==> src/rtl/gol_gen_scheduler.sv <==
`default_nettype none
// ============================================================================
// Module   : gol_gen_scheduler
// Purpose  : Generation scheduler for the Game of Life datapath. Converts
//            single-step requests or continuous run mode into a row-by-row
//            sweep: fetch rows from the current-state buffer, start the
//            engine on each row, swap ping-pong buffers after the last row.
//            A generation only begins during vertical blanking.
// Ports    : clk, reset        - clock, asynchronous active-high reset
//            i_run             - level, repeat generations back-to-back
//            i_get_next        - pulse, request one generation
//            i_vblank          - level, display in vertical blanking
//            o_rd_valid/o_rd_row/i_rd_ready - row-fetch handshake
//            o_eng_start/o_eng_row/o_eng_first/o_eng_last/i_eng_done
//                              - engine row control
//            o_buf_swap        - pulse, swap current/next state buffers
//            o_busy            - high outside IDLE
//            o_gen_count       - completed generations (wraps)
// Revision : 1.0 - initial release
// ============================================================================
module gol_gen_scheduler #(
  parameter int WIDTH  = 640,
  parameter int HEIGHT = 480,
  parameter int ROW_AW = 9
) (
  input  logic              clk,
  input  logic              reset,
  input  logic              i_run,
  input  logic              i_get_next,
  input  logic              i_vblank,
  output logic              o_rd_valid,
  output logic [ROW_AW-1:0] o_rd_row,
  input  logic              i_rd_ready,
  output logic              o_eng_start,
  output logic [ROW_AW-1:0] o_eng_row,
  output logic              o_eng_first,
  output logic              o_eng_last,
  input  logic              i_eng_done,
  output logic              o_buf_swap,
  output logic              o_busy,
  output logic [31:0]       o_gen_count
);

  localparam logic [ROW_AW-1:0] c_last_row = ROW_AW'(HEIGHT - 1);
  localparam logic [ROW_AW-1:0] c_penult   = ROW_AW'(HEIGHT - 2);
  localparam bit c_cfg_ok = (WIDTH > 0) && (HEIGHT >= 2) &&
                            ((64'd1 << ROW_AW) >= 64'(HEIGHT));

  // Elaboration-time guard on the geometry parameters.
  if (!c_cfg_ok) begin : g_cfg_check
    $fatal(1, "gol_gen_scheduler: invalid WIDTH/HEIGHT/ROW_AW");
  end

  typedef enum logic [2:0] {
    S_IDLE     = 3'd0,
    S_WAIT_VB  = 3'd1,
    S_FETCH    = 3'd2,
    S_START    = 3'd3,
    S_ENG_WAIT = 3'd4,
    S_SWAP     = 3'd5
  } state_t;

  state_t            r_state;
  logic [ROW_AW-1:0] r_fetch_row;
  logic [ROW_AW-1:0] r_eng_row;
  logic              r_pending;
  logic [31:0]       r_gen_count;

  state_t            w_state;
  logic [ROW_AW-1:0] w_fetch_row;
  logic [ROW_AW-1:0] w_eng_row;
  logic              w_pending;
  logic [31:0]       w_gen_count;
  logic              w_computing;

  // Next-state and next-register computation.
  always_comb begin
    w_state     = r_state;
    w_fetch_row = r_fetch_row;
    w_eng_row   = r_eng_row;
    w_pending   = r_pending;
    w_gen_count = r_gen_count;

    // A request seen while busy is remembered; a second one collapses into it.
    if ((r_state != S_IDLE) && i_get_next) begin
      w_pending = 1'b1;
    end

    case (r_state)
      S_IDLE: begin
        if (i_run || i_get_next) begin
          w_state = S_WAIT_VB;
        end
      end
      S_WAIT_VB: begin
        if (i_vblank) begin
          w_state     = S_FETCH;
          w_fetch_row = '0;
          w_pending   = 1'b0;
        end
      end
      S_FETCH: begin
        // rd_valid is high throughout FETCH, so rd_ready alone is the handshake.
        if (i_rd_ready) begin
          if (r_fetch_row == '0) begin
            // Row 0 only primes the line buffers; row 1 is needed before start.
            w_fetch_row = ROW_AW'(1);
          end else begin
            w_eng_row = r_fetch_row - ROW_AW'(1);
            w_state   = S_START;
          end
        end
      end
      S_START: begin
        w_state = S_ENG_WAIT;
      end
      S_ENG_WAIT: begin
        if (i_eng_done) begin
          if (r_eng_row == c_last_row) begin
            w_state = S_SWAP;
          end else if (r_eng_row == c_penult) begin
            // Bottom halo is dead, so the last row starts without a fetch.
            w_eng_row = c_last_row;
            w_state   = S_START;
          end else begin
            w_fetch_row = r_eng_row + ROW_AW'(2);
            w_state     = S_FETCH;
          end
        end
      end
      S_SWAP: begin
        w_gen_count = r_gen_count + 32'd1;
        // Include a request arriving in this very cycle so it is not lost.
        if (i_run || r_pending || i_get_next) begin
          w_state = S_WAIT_VB;
        end else begin
          w_state = S_IDLE;
        end
      end
      default: begin
        w_state = S_IDLE;
      end
    endcase
  end

  assign w_computing = (w_state == S_START) || (w_state == S_ENG_WAIT);

  // State, internal registers and registered outputs.
  always_ff @(posedge clk or posedge reset) begin
    if (reset) begin
      r_state     <= S_IDLE;
      r_fetch_row <= '0;
      r_eng_row   <= '0;
      r_pending   <= 1'b0;
      r_gen_count <= '0;
      o_rd_valid  <= 1'b0;
      o_eng_start <= 1'b0;
      o_eng_first <= 1'b0;
      o_eng_last  <= 1'b0;
      o_buf_swap  <= 1'b0;
      o_busy      <= 1'b0;
    end else begin
      r_state     <= w_state;
      r_fetch_row <= w_fetch_row;
      r_eng_row   <= w_eng_row;
      r_pending   <= w_pending;
      r_gen_count <= w_gen_count;
      o_rd_valid  <= (w_state == S_FETCH);
      o_eng_start <= (w_state == S_START);
      o_eng_first <= w_computing && (w_eng_row == '0);
      o_eng_last  <= w_computing && (w_eng_row == c_last_row);
      o_buf_swap  <= (w_state == S_SWAP);
      o_busy      <= (w_state != S_IDLE);
    end
  end

  assign o_rd_row    = r_fetch_row;
  assign o_eng_row   = r_eng_row;
  assign o_gen_count = r_gen_count;

endmodule
`default_nettype wire
==> config.mk <==
export PLATFORM = sky130hd
export DESIGN_NAME = gol_gen_scheduler
export DESIGN_NICKNAME = d
export VERILOG_FILES = /design/src/rtl/gol_gen_scheduler.sv
export SDC_FILE = /design/constraint.sdc
export NUM_CORES = 1
export LEC_CHECK = 0
export ABC_AREA = 1
export ABC_CLOCK_PERIOD_IN_PS = 2300
export CORE_MARGIN = 2
export CORE_UTILIZATION = 39
export CTS_BUF_LIST = sky130_fd_sc_hd__clkbuf_4
export CTS_CLUSTER_DIAMETER = 200
export CTS_CLUSTER_SIZE = 30
export DETAILED_ROUTE_END_ITERATION = 12
export PLACE_DENSITY = 0.63
export SYNTH_ARGS = -nofsm -noshare
export SYNTH_HDL_FRONTEND = slang
export SYNTH_SLANG_ARGS = --single-unit
==> constraint.sdc <==
create_clock -name clk -period 2.3 [get_ports clk]
set_clock_uncertainty 0.15 [all_clocks]
set_input_delay 0.575 -clock clk [delete_from_list [all_inputs] [get_ports clk]]
set_output_delay 0.575 -clock clk [all_outputs]
set_load 0.02 [all_outputs]
==> metrics.cfg <==
[run_status]
status=finished, final reports clean

[drt]
vias=2831
totalWireLength_mm=7.875
drt_pass1_iterations=4
drcViolationCount=0
wl_per_cell_um=13.32
ant_nets=0
viasPerCell=4.790
drt-initial-drc-count=113

[final_layout]
design_area_um2=4264
fin_nets=491
n_antenna_cell=0
multiInputGateArea_um2=1531
mostFrequentLayoutCell=nand2_1
syn_to_final_growth_pct=31.03
seq_area_um2=1501
drive_above_1_share_pct=11.11
layout_common_cells=nand2_1 (90), dfrtp_1 (60), inv_1 (55)
fillers=787

[timing]
final-hold-violation-count=0
tightest_slew_ns=0.4554
drv_slew=0
timing.final.crit_share_pct=96.75
slew_headroom_pct=69.60
finalWorstSetupSlack_ns=0.07484
setup_viol=0
rsz0062_at_grt=false
final.setup.tns_ns=0
fmax_mhz=449.4
post-route-min-period_ns=2.225

[setup_path]
cp-startpoint=o_eng_row[5]
r2r-start=r_state[0]
r2r_cells=9
path_depth=1
critPathCaptureType=output port
critPathArrivalTime_ns=1.50
cp.required_ns=1.57
critPathTopFamily=buffers and inverters
max_stage_delay_ns=0.63
crit_fanout=6
endpoint=o_eng_row[5]
r2r_slack_ns=0.25
crit_chain=clkdlybuf4s50_1
r2r-end=o_eng_first
setup.worst_path.class=register to output port
crit_buf_inv=1
slowest_stage=clkdlybuf4s50_1
startpoint_type=register

[power]
p_sw_mw=1.819
p_int_mw=2.348
ir_drop_uv=613.0
comb_power_share_pct=47.5
power.leakage_nw=2.103
swShare_pct=43.66
powerDensity_nw_per_um2=977.3
p_clk_share_pct=17.4
seqPwrFrac_pct=35.1

[die]
dieHeight_um=95.35
dieArea_um2=9092
num_rows=33
dieWidth_um=95.35
start_util_pct=40.01
num_io_pins=63
core_area_um2=8134

[global_routing]
grt_pass1_vias=2766
grt_pass1_wl_mm=12.97
grt_max_degree=25
antenna_found_initial=0
grtUsageTotal_pct=18.62
grt_remaining_overflow=0

[yosys]
ys_warn_count=0
syn-mean-instance-area_um2=8.156
synth.largest_area_cell=dfrtp_1
synth.net_count=409
synth_top_area_share_pct=46.14
netlist-cell-type-count=35
async_flop_share_pct=100.0
syn_inst=399
synth_seq_cells=60
synth_area_leaders=dfrtp_1 (46%), nand2_1 (10%), inv_1 (6.5%)
synth_edf_count=0
synth_flop_cell=dfrtp_1
synth.yosys.seq_area_share_pct=46.14
syn_area_um2=3254

[place]
placedInstanceArea_um2=4095
pre_cts_slack_ns=0.01711
hpwl_mm=6.131
place_congestion=0.8730
port_buffers=62

[clock_network]
cts.sinks=60
htreeDepth=3
cts_tree=built
clock_latency_ns=0.41
cts_buffers=9
clk_pin_slew_ns=0.10
post-cts-setup-buffer-count=0
clockRootBuffer=clkbuf_4
clock_path_buffers=2

[job]
max_cap_viol_count=0

[min_path]
hold_class=input pin to asynchronous set/reset pin

==> routing by layer <==
layer / global-route usage [%] / share of wire [%] / up-vias
li1: - / - / 1440
met1: 23.44 / 45 / 1314
met2: 30.46 / 48 / 64
met3: 4.980 / 5.1 / 13
met4: 7.367 / 1.6 / 0
met5: 0 / 0 / -
==> how the worst min path moves through the flow <==
stage                           end  slack, ns  cells past startpoint
finish              o_gen_count[11]       0.33                      2
global route        o_gen_count[12]       0.35                      2
CTS                  o_gen_count[5]       0.33                      2
detailed placement  o_gen_count[31]       0.33                      1
global placement    o_gen_count[31]       0.32                      1
floorplan                 r_pending       0.31                      1
==> state kept, by name (all words and copies together), names as in the netlist <==
signal / count
o_buf_swap: 1
o_busy: 1
o_eng_first: 1
o_eng_last: 1
o_eng_row: 9
o_eng_start: 1
o_gen_count: 32
o_rd_row: 9
o_rd_valid: 1
r_pending: 1
r_state: 3
==> cell usage after synthesis (2+ instances only) <==
library cell / instances
nand2_1: 90
dfrtp_1: 60
inv_1: 56
nor2_1: 48
nand3_1: 32
xor2_1: 21
o21ai_0: 17
nand4_1: 11
xnor2_1: 11
nor3_1: 9
nor2_2: 5
nor3_2: 4
ha_1: 3
inv_2: 3
nand2_2: 3
a21oi_1: 2
nand3_2: 2
nand3_4: 2
nor2_4: 2
nor4_1: 2
o21ai_1: 2
==> cell families (layout without fill, tap and decap cells) <==
group                      after synthesis  count (layout)  synth area share, %
DFF                                     60              60                46.14
buffers and inverters                   61             148                7.382
xor gates and xnor gates                32              32                8.612
and+or+nand+nor                        216             216                31.99
adders and majority gates                3               3                1.154
AOI/OAI and AO/OA                       27              27                4.729
==> stage by stage <==
step                util [%]  power, mW  cells  hold slack (ns)
floorplan                  -      2.674    399           0.3145
global placement       50.35      3.423    575           0.3162
detailed placement     50.35      3.430    575           0.3280
CTS                    51.95      4.175    591           0.3278
global route           52.42      4.488    591           0.3481
finish                 52.42      4.167    591           0.3341
==> area by class of cell <==
cell class	instances	area share (%)
tap	105	3.081
clock inverter	6	1.291
inverter	59	5.194
timing repair buffer	73	17.55
multi-input combinational	278	35.92
clock buffer	10	1.761
sequential	60	35.21
==> power by group through the flow <==
stage | Sequential [mW] | Clock (mW) | Combinational (mW)
after detailed placement | 1.49 | 0 | 1.94
after global placement | 1.49 | 0 | 1.93
after global routing | 1.50 | 0.793 | 2.20
final | 1.46 | 0.723 | 1.98
after CTS | 1.47 | 0.748 | 1.96
after floorplan | 1.62 | 0 | 1.05
==> timing repair <==
action	CTS	global route
hold buffers	0	0
gates resized for setup	0	13
endpoints found under the setup margin	0	11
(Power assumes the default switching activity.)
